## src/rtl/bp_cfg_io_pkg.sv

```systemverilog
// Shared definitions for the configuration I/O responder: message layout,
// configuration register map, instruction RAM window and responder FSM states.
package bp_cfg_io_pkg;

  typedef enum logic [0:0] {
    e_bp_default_cfg = 1'b0
  } bp_params_e;

  localparam int cce_io_addr_width_gp    = 40;
  localparam int cce_io_data_width_gp    = 64;
  localparam int num_cce_instr_ram_els_p = 256;
  localparam int cce_inst_width_gp       = 48;

  // Core id width is the only processor-config dependent width used here.
  function automatic int core_id_width(bp_params_e cfg);
    return (cfg == e_bp_default_cfg) ? 4 : 8;
  endfunction

  typedef enum logic [3:0] {
    e_cce_mem_rd    = 4'd0,
    e_cce_mem_wr    = 4'd1,
    e_cce_mem_uc_rd = 4'd2,
    e_cce_mem_uc_wr = 4'd3,
    e_cce_mem_pre   = 4'd4
  } bp_cce_mem_msg_type_e;

  typedef struct packed {
    bp_cce_mem_msg_type_e             msg_type;
    logic [cce_io_addr_width_gp-1:0]  addr;
    logic [2:0]                       size;
  } bp_cce_io_hdr_s;

  typedef struct packed {
    bp_cce_io_hdr_s                   header;
    logic [cce_io_data_width_gp-1:0]  data;
  } bp_cce_io_msg_s;

  // Offsets within addr[15:0]
  localparam logic [15:0] cfg_reg_freeze_gp     = 16'h0000;
  localparam logic [15:0] cfg_reg_core_id_gp    = 16'h0008;
  localparam logic [15:0] cfg_reg_cce_mode_gp   = 16'h0010;
  localparam logic [15:0] cfg_reg_cache_mode_gp = 16'h0018;
  localparam logic [15:0] cfg_ram_base_gp       = 16'h8000;

  typedef enum logic [1:0] {
    e_ready    = 2'd0,
    e_ram_read = 2'd1,
    e_resp     = 2'd2
  } cfg_io_state_e;

endpackage

```

## src/rtl/bp_cfg_io_responder.sv

```systemverilog
// Configuration I/O responder: services uncached reads/writes of the core
// configuration registers and the CCE instruction RAM, one command at a time.
//
// state      | meaning
// e_ready    | idle, accepts the next command
// e_ram_read | waiting one cycle for instruction RAM read data
// e_resp     | response held valid until the consumer takes it
module bp_cfg_io_responder
  import bp_cfg_io_pkg::*;
#(
  parameter bp_params_e bp_params_p    = e_bp_default_cfg,
  parameter int         inst_ram_els_p = num_cce_instr_ram_els_p,
  parameter int         inst_width_p   = cce_inst_width_gp,
  localparam int core_id_width_p        = core_id_width(bp_params_p),
  localparam int cce_io_msg_width_lp    = $bits(bp_cce_io_msg_s),
  localparam int inst_ram_addr_width_lp = $clog2(inst_ram_els_p)
) (
  input  logic                              clk_i,
  input  logic                              reset_i,

  input  logic [cce_io_msg_width_lp-1:0]    io_cmd_i,
  input  logic                              io_cmd_v_i,
  output logic                              io_cmd_yumi_o,

  output logic [cce_io_msg_width_lp-1:0]    io_resp_o,
  output logic                              io_resp_v_o,
  input  logic                              io_resp_ready_i,

  output logic                              cfg_freeze_o,
  output logic [core_id_width_p-1:0]        cfg_core_id_o,
  output logic                              cfg_cce_mode_o,
  output logic                              cfg_cache_mode_o,

  output logic                              inst_ram_w_v_o,
  output logic                              inst_ram_r_v_o,
  output logic [inst_ram_addr_width_lp-1:0] inst_ram_addr_o,
  output logic [inst_width_p-1:0]           inst_ram_data_o,
  input  logic [inst_width_p-1:0]           inst_ram_data_i
);

  localparam logic [12:0] ram_els_lp = 13'(inst_ram_els_p);

  bp_cce_io_msg_s cmd;
  bp_cce_io_msg_s resp_r;
  cfg_io_state_e  state_r;

  logic                            cfg_freeze_r;
  logic [core_id_width_p-1:0]      cfg_core_id_r;
  logic                            cfg_cce_mode_r;
  logic                            cfg_cache_mode_r;

  logic [15:0]                     off;
  logic [11:0]                     ram_idx;
  logic                            ram_hit;
  logic                            reg_hit;
  logic                            is_uc_rd;
  logic                            is_uc_wr;
  logic                            accept;
  logic                            reg_wr;
  logic [cce_io_data_width_gp-1:0] reg_rdata;
  logic [cce_io_data_width_gp-1:0] ram_rdata_ext;
  logic                            unused_data_bits;

  assign cmd      = io_cmd_i;
  assign off      = cmd.header.addr[15:0];
  assign ram_idx  = off[14:3];
  // RAM window: 8-byte aligned entries, index must fall inside the RAM
  assign ram_hit  = off[15] & (off[2:0] == 3'b000) & ({1'b0, ram_idx} < ram_els_lp);
  assign is_uc_rd = (cmd.header.msg_type == e_cce_mem_uc_rd);
  assign is_uc_wr = (cmd.header.msg_type == e_cce_mem_uc_wr);

  // Gated by reset so strobes and yumi drop the moment reset asserts
  assign accept   = io_cmd_v_i & reset_i & (state_r == e_ready);
  assign reg_wr   = accept & is_uc_wr & reg_hit;

  assign io_cmd_yumi_o   = accept;
  assign inst_ram_w_v_o  = accept & is_uc_wr & ram_hit;
  assign inst_ram_r_v_o  = accept & is_uc_rd & ram_hit;
  assign inst_ram_addr_o = ram_idx[inst_ram_addr_width_lp-1:0];
  assign inst_ram_data_o = cmd.data[inst_width_p-1:0];

  assign io_resp_o   = resp_r;
  assign io_resp_v_o = (state_r == e_resp);

  assign cfg_freeze_o     = cfg_freeze_r;
  assign cfg_core_id_o    = cfg_core_id_r;
  assign cfg_cce_mode_o   = cfg_cce_mode_r;
  assign cfg_cache_mode_o = cfg_cache_mode_r;

  assign unused_data_bits = ^cmd.data[cce_io_data_width_gp-1:inst_width_p];

  // Register map decode and zero-extended read value
  always_comb begin
    reg_hit   = 1'b1;
    reg_rdata = '0;
    case (off)
      cfg_reg_freeze_gp:     reg_rdata[0] = cfg_freeze_r;
      cfg_reg_core_id_gp:    reg_rdata[core_id_width_p-1:0] = cfg_core_id_r;
      cfg_reg_cce_mode_gp:   reg_rdata[0] = cfg_cce_mode_r;
      cfg_reg_cache_mode_gp: reg_rdata[0] = cfg_cache_mode_r;
      default:               reg_hit = 1'b0;
    endcase
  end

  // Zero-extend instruction RAM read data to the message data width
  always_comb begin
    ram_rdata_ext = '0;
    ram_rdata_ext[inst_width_p-1:0] = inst_ram_data_i;
  end

  // Configuration registers; core comes out of reset frozen
  always_ff @(posedge clk_i or negedge reset_i) begin
    if (!reset_i) begin
      cfg_freeze_r     <= 1'b1;
      cfg_core_id_r    <= '0;
      cfg_cce_mode_r   <= 1'b0;
      cfg_cache_mode_r <= 1'b0;
    end else if (reg_wr) begin
      case (off)
        cfg_reg_freeze_gp:     cfg_freeze_r     <= cmd.data[0];
        cfg_reg_core_id_gp:    cfg_core_id_r    <= cmd.data[core_id_width_p-1:0];
        cfg_reg_cce_mode_gp:   cfg_cce_mode_r   <= cmd.data[0];
        cfg_reg_cache_mode_gp: cfg_cache_mode_r <= cmd.data[0];
        default: ;
      endcase
    end
  end

  // Responder FSM with registered response message
  always_ff @(posedge clk_i or negedge reset_i) begin
    if (!reset_i) begin
      state_r <= e_ready;
      resp_r  <= '0;
    end else begin
      case (state_r)
        e_ready: begin
          if (accept) begin
            resp_r.header <= cmd.header;
            resp_r.data   <= (is_uc_rd && reg_hit) ? reg_rdata : '0;
            state_r       <= (is_uc_rd && ram_hit) ? e_ram_read : e_resp;
          end
        end
        e_ram_read: begin
          resp_r.data <= ram_rdata_ext;
          state_r     <= e_resp;
        end
        e_resp: begin
          if (io_resp_ready_i) state_r <= e_ready;
        end
        default: state_r <= e_ready;
      endcase
    end
  end

endmodule

```

## config.mk

```make
export PLATFORM = sky130hd
export DESIGN_NAME = bp_cfg_io_responder
export DESIGN_NICKNAME = d
export VERILOG_FILES = /design/src/rtl/bp_cfg_io_pkg.sv /design/src/rtl/bp_cfg_io_responder.sv
export SDC_FILE = /design/constraint.sdc
export NUM_CORES = 1
export LEC_CHECK = 0
export BUFFER_PORTS_ARGS = -buffer_cell sky130_fd_sc_hd__clkbuf_2
export CAP_MARGIN = 20
export CORE_AREA = 4 4 130 132
export CTS_CLUSTER_DIAMETER = 40
export CTS_CLUSTER_SIZE = 20
export DETAILED_ROUTE_END_ITERATION = 8
export DIE_AREA = 0 0 134 136
export PLACE_DENSITY = 0.65
export SYNTH_ARGS = -nofsm -noshare
export SYNTH_HDL_FRONTEND = slang
export SYNTH_SLANG_ARGS = --single-unit
export TNS_END_PERCENT = 5
```

## constraint.sdc

```tcl
create_clock -name clk_i -period 1.9 [get_ports clk_i]
set_input_delay 0.19 -clock clk_i [delete_from_list [all_inputs] [get_ports clk_i]]
set_output_delay 0.19 -clock clk_i [all_outputs]
set_load 0.03 [all_outputs]
```

* Word-level counts from Yosys, hierarchy flattened *
Index checks and enable logic that the tools add are counted.

storage, ports and cells
  flip-flop bits (word level) = 120
  bits in latches = 0
  RAM bits = 0
  memory bits (read-only) = 0
  bits of input ports = 163
  output and inout port bits = 178
  memories = 0

operators by class
  add/subtract/negate cells = 0
  multiply operators = 0
  divide/modulo/power cells = 0
  order comparisons = 1
  eq/ne operators = 9
  shift operators = 0
  mux-type cells = 10
  bitwise operators = 9
  reductions and logical operators = 14

operators by type and width
  kind                                                         number
  one-hot mux 64 bit (2 select lines)                          1
  two-way mux 64 bit                                           1
  equality test 16 x 5 -> 1 bit, second input constant         2
  equality test 16 x 4 -> 1 bit, second input constant         1
  logical NOT 16 bit                                           1
  AND reduction 2 bit                                          7
  less-than comparator 12 x 9 -> 1 bit, second input constant  1
  bitwise AND 1 bit                                            9
  equality test 4 x 2 -> 1 bit, second input constant          2
  two-way mux 2 bit                                            3
  one-hot mux 2 bit (3 select lines)                           1
  two-way mux 4 bit                                            1
  one-hot mux 1 bit (4 select lines)                           1
  OR reduction 4 bit                                           1
  logical NOT 3 bit                                            1
  two-way mux 3 bit                                            1
  equality test 2 x 1 -> 1 bit, second input constant          1
  equality test 2 bit, second input constant                   1
  logical AND 1 bit                                            2
  logical NOT 2 bit                                            1
  inequality test 2 x 1 -> 1 bit, second input constant        1
  inequality test 2 bit, second input constant                 1
  nonzero test 2 bit                                           1
  two-way mux 1 bit                                            1

* Depth between registers and ports, before layout *
  word-level depth = 7
  gate-level depth with buffers = 8

* Worst setup path after synthesis *
OpenSTA, ideal clock, no wires.

  path type = register to output
  start point = register state_r[0]
  end point = output port inst_ram_r_v_o
  arrival = 2.177 ns
  slack = -0.467 ns
  stages on the path, launching flop included = 8
  cell sequence = dfrtp_1 buf_6 or3_1 buf_2 clkinv_2 buf_2 nand2_1 nor4_1

on the way
  word-level cells in the longest chain between the ends = 4

RTL lines
  item                             RTL line                    text
  from (decl)                      bp_cfg_io_responder.sv:45   cfg_io_state_e state_r;
  from (signal assigned)           bp_cfg_io_responder.sv:132  state_r <= e_ready;
  from (signal assigned)           bp_cfg_io_responder.sv:140  state_r <= (is_uc_rd && ram_hit) ? e_ram_read : e_resp;
  from (signal assigned)           bp_cfg_io_responder.sv:145  state_r <= e_resp;
  logical NOT 2 bit                bp_cfg_io_responder.sv:73   assign accept = io_cmd_v_i & reset_i & (state_r == e_ready);
  bitwise AND 1 bit                bp_cfg_io_responder.sv:73
  bitwise AND 1 bit (2 in series)  bp_cfg_io_responder.sv:78   assign inst_ram_r_v_o = accept & is_uc_rd & ram_hit;
  to (decl)                        bp_cfg_io_responder.sv:35   output logic inst_ram_r_v_o,

Every way passes these cells.

* Final worst setup path *
  start point = register state_r[0]
  end point = output port inst_ram_w_v_o

on the way
  word-level cells in the longest chain between the ends = 4

RTL lines
  item                             RTL line                   text
  logical NOT 2 bit                bp_cfg_io_responder.sv:73
  bitwise AND 1 bit                bp_cfg_io_responder.sv:73
  bitwise AND 1 bit (2 in series)  bp_cfg_io_responder.sv:77  assign inst_ram_w_v_o = accept & is_uc_wr & ram_hit;
  to (decl)                        bp_cfg_io_responder.sv:34  output logic inst_ram_w_v_o,

Every way passes these cells.

==> metrics.cfg <==
[logic_synthesis]
synth_cell_types = 34
syn_area_mm2 = 0.00458
syn_inst = 444
yosys_warnings = 0
synth.area.top_cells = dfrtp_1 56%, buf_4 12%, nand2_1 12%
synth-seq-cells = 104
synth_top_area_share_pct = 56.3
synth.avg_cell_area_um2 = 10.3
yosysSeqAreaShare_pct = 56.9
synth_largest_area_cell = dfrtp_1

[timing]
worst_slack_ns = 0.0258
fin_skew_ns = 0.00868
min_period_ns = 1.87
final.setup.tns_ns = 0
worst_pin_slew_ns = 0.655
rsz0062_at_grt = yes
hold_viol_final = 0
max_freq_mhz = 534
post-route-period-util_pct = 98.6
setup_viol = 0
maxSlewViolCount = 0
maxSlewHeadroom_pct = 56.4

[detailed_routing]
wire_per_inst_um = 14.8
drc = 0
wirelength_um = 12300
detail-route-antenna-nets = 0
drt_iter0_markers = 165
dr_total_vias = 3575
dr.pass1.iters = 4
vias_per_cell = 4.29

[power]
swShare_pct = 37.6
combPwrFrac_pct = 29.8
p_clk_share_pct = 27.4
power_frac_seq_pct = 42.8
power.leakage_nw = 3.32
ir_drop_v = 0.000523
power.switching_w = 0.00243
internal_power_w = 0.00403
powerDensity_mw_per_mm2 = 1100

[worst_setup_path]
end_kind = output port
cp_max_fo = 5
cp_slowest_cell = or3_4
critPathTopFamily = simple AND/OR/NAND/NOR gates
crit_arrival_ns = 1.68
path_buf_inv = 2
worstPathRequired_ns = 1.71
cp_cell_sequence = or3_4, inv_8, nand2_4, nor2_4, and3_4, buf_8
cp_slowest_stage_delay_ns = 0.43
critPathLaunchType = register
worst-setup-path-type = reg -> out

[layout]
diodes = 0
design_area_mm2 = 0.00588
layout.cells.most_common = clkbuf_2
layout.nets = 776
layout_common_cells = 216 x clkbuf_2, 142 x nand2_1, 103 x dfrtp_1
area_delta_synth_final_pct = 28.5
drive_gt1_share_pct = 43.7
fill_cells = 1623

[global_routing]
antenna_found_initial = 0
grt_start_max_net_pins = 54
grtUsageTotal_pct = 13.3
grt_pass1_wl_um = 19100
gr-total-overflow = 0
grt_pass1_vias = 3603

[clock_tree]
cts_tree = yes
clk-insertion-delay-late_ns = 0.34
cts_buffer_depth = 2
cts_root_buffer = clkbuf_16
cts_max_level = 3
clkSlewWorstSetupHoldPaths_ns = 0.07
cts_made_buffers = 9
cts.sinks = 104

[placement]
pre_cts_ws_ns = 0.0444
io_buffers = 220
place.gp.congestion = 0.743
placed_area_mm2 = 0.00551
dpl.hpwl_um = 9210

[die]
dieHeight_um = 136
design.core.area_mm2 = 0.0157
rows = 46
io_pins = 341
start_util_pct = 29.1
die_x_um = 134
die-area_mm2 = 0.0182

[outcome]
status = finished clean

[worst_hold_path]
worstHoldPathType = in -> reg

[run]
maxCapViolCount = 0

[final timing paths]
kind | startpoint | endpoint | slack [ns] | cells after the start
max | state_r[0]$_DFFE_PN0P_ | inst_ram_w_v_o | 0.03 | 6
min | io_cmd_i[88] | io_resp_o[88]$_DFFE_PN0P_ | 0.03 | 3
max reg2reg | state_r[0]$_DFFE_PN0P_ | cfg_core_id_o[3]$_DFFE_PN0P_ | 0.05 | 6
min reg2reg | io_resp_o[85]$_DFFE_PN0P_ | io_resp_o[85]$_DFFE_PN0P_ | 0.48 | 2
max in group asynchronous | reset_i | cfg_freeze_o$_DFFE_PN1P_ | 0.43 | 4
min in group asynchronous | reset_i | io_resp_o[109]$_DFFE_PN0P_ | 0.53 | 3
[worst reg2reg max path, stage by stage, from the launching register on]
cell	delay (ns)
dfrtp_1	0.38
or3_4	0.43
inv_8	0.09
buf_4	0.12
nand4_4	0.11
nor3_4	0.24
mux2_2	0.37
[cell usage after synthesis]
master    instances
nor2_1            7
clkinv_2          1
nor3_1            2
buf_2             6
nor3_4            1
buf_6             1
o31a_1            1
buf_4            72
nand2b_1          2
nor4bb_1          1
clkbuf_1         15
a22o_1           44
inv_1             2
a21oi_1           5
or2_2             1
dfstp_2           1
and3b_1           1
nor2b_1           2
nor4_1            7
or4_1             1
or3_1             1
nand4b_1          1
conb_1            1
mux4_2            1
o21ai_0           6
nand3_1           3
mux2_2            5
dfrtp_1         103
nand4_4           1
and4b_1           1
and3_1            1
mux2_1            2
nand2_1         144
a31oi_1           1
[sequential cells by signal, indices dropped and copies added (netlist names)]
| name | cells |
|---|---|
| cfg_core_id_o | 4 |
| cfg_cce_mode_o | 1 |
| state_r | 2 |
| io_resp_o | 95 |
| cfg_cache_mode_o | 1 |
| cfg_freeze_o | 1 |
[routing by layer]
| metal | vias to the layer above | wire [um] | global-route usage (%) |
|---|---|---|---|
| met5 | - | 0 | 0 |
| met4 | 0 | 275 | 4.57 |
| met3 | 35 | 1020 | 4.52 |
| met2 | 140 | 6220 | 22.3 |
| met1 | 1676 | 4810 | 16.1 |
| li1 | 1724 | - | - |
[repair_timing]
| item | 4_1_cts | 5_1_grt |
|---|---|---|
| resized for setup | 8 | 10 |
| endpoints found under the hold margin | 19 | 0 |
| hold buffers | 1 | 0 |
| pin swaps | 1 | 4 |
| setup buffers | 0 | 2 |
| setup endpoints to repair | 3 | 55 |
| cloned | 0 | 0 |
[power groups by stage]
| stage | Sequential [W] | Clock, W | Combinational [W] |
|---|---|---|---|
| after global placement | 0.00280 | 0 | 0.00192 |
| after floorplan | 0.00352 | 0 | 0.000691 |
| after detailed placement | 0.00281 | 0 | 0.00194 |
| final | 0.00277 | 0.00177 | 0.00193 |
| after global routing | 0.00282 | 0.00193 | 0.00209 |
| after CTS | 0.00277 | 0.00185 | 0.00194 |
[final cells by class]
type | count | area [um2] | share of cell area [%]
clock buffers | 10 | 239 | 4.06
clock inverters | 6 | 43.8 | 0.744
inverters | 3 | 18.8 | 0.319
multi-input cells | 258 | 1430 | 24.3
flip-flops and latches | 104 | 2600 | 44.3
well taps | 216 | 270 | 4.59
repair buffers | 237 | 1280 | 21.7
[per-stage QoR]
| stage | hold WS (ns) | util [%] | cells | total power (W) |
|---|---|---|---|---|
| 6_report | 0.0298 | 37.4 | 834 | 0.00647 |
| 5_1_grt | 0.0223 | 37.4 | 834 | 0.00685 |
| 4_1_cts | 0.0113 | 37.1 | 832 | 0.00657 |
| 3_5_place_dp | 0.380 | 35.1 | 815 | 0.00474 |
| 3_3_place_gp | 0.380 | 35.1 | 815 | 0.00472 |
| 2_1_floorplan | -0.106 | - | 459 | 0.00421 |
[logic make-up (layout without fill, tap and decap cells)]
kind of cell	after synthesis	count (layout)	synth area share (%)
multiplexers	8	8	2.21
flip-flops	104	104	56.9
other	1	16	0.0819
buffers and inverters	97	256	14.2
AND/OR/NAND/NOR	177	177	16.6
AO/OA/AOI/OAI	57	57	9.95
(Power assumes the default switching activity.)
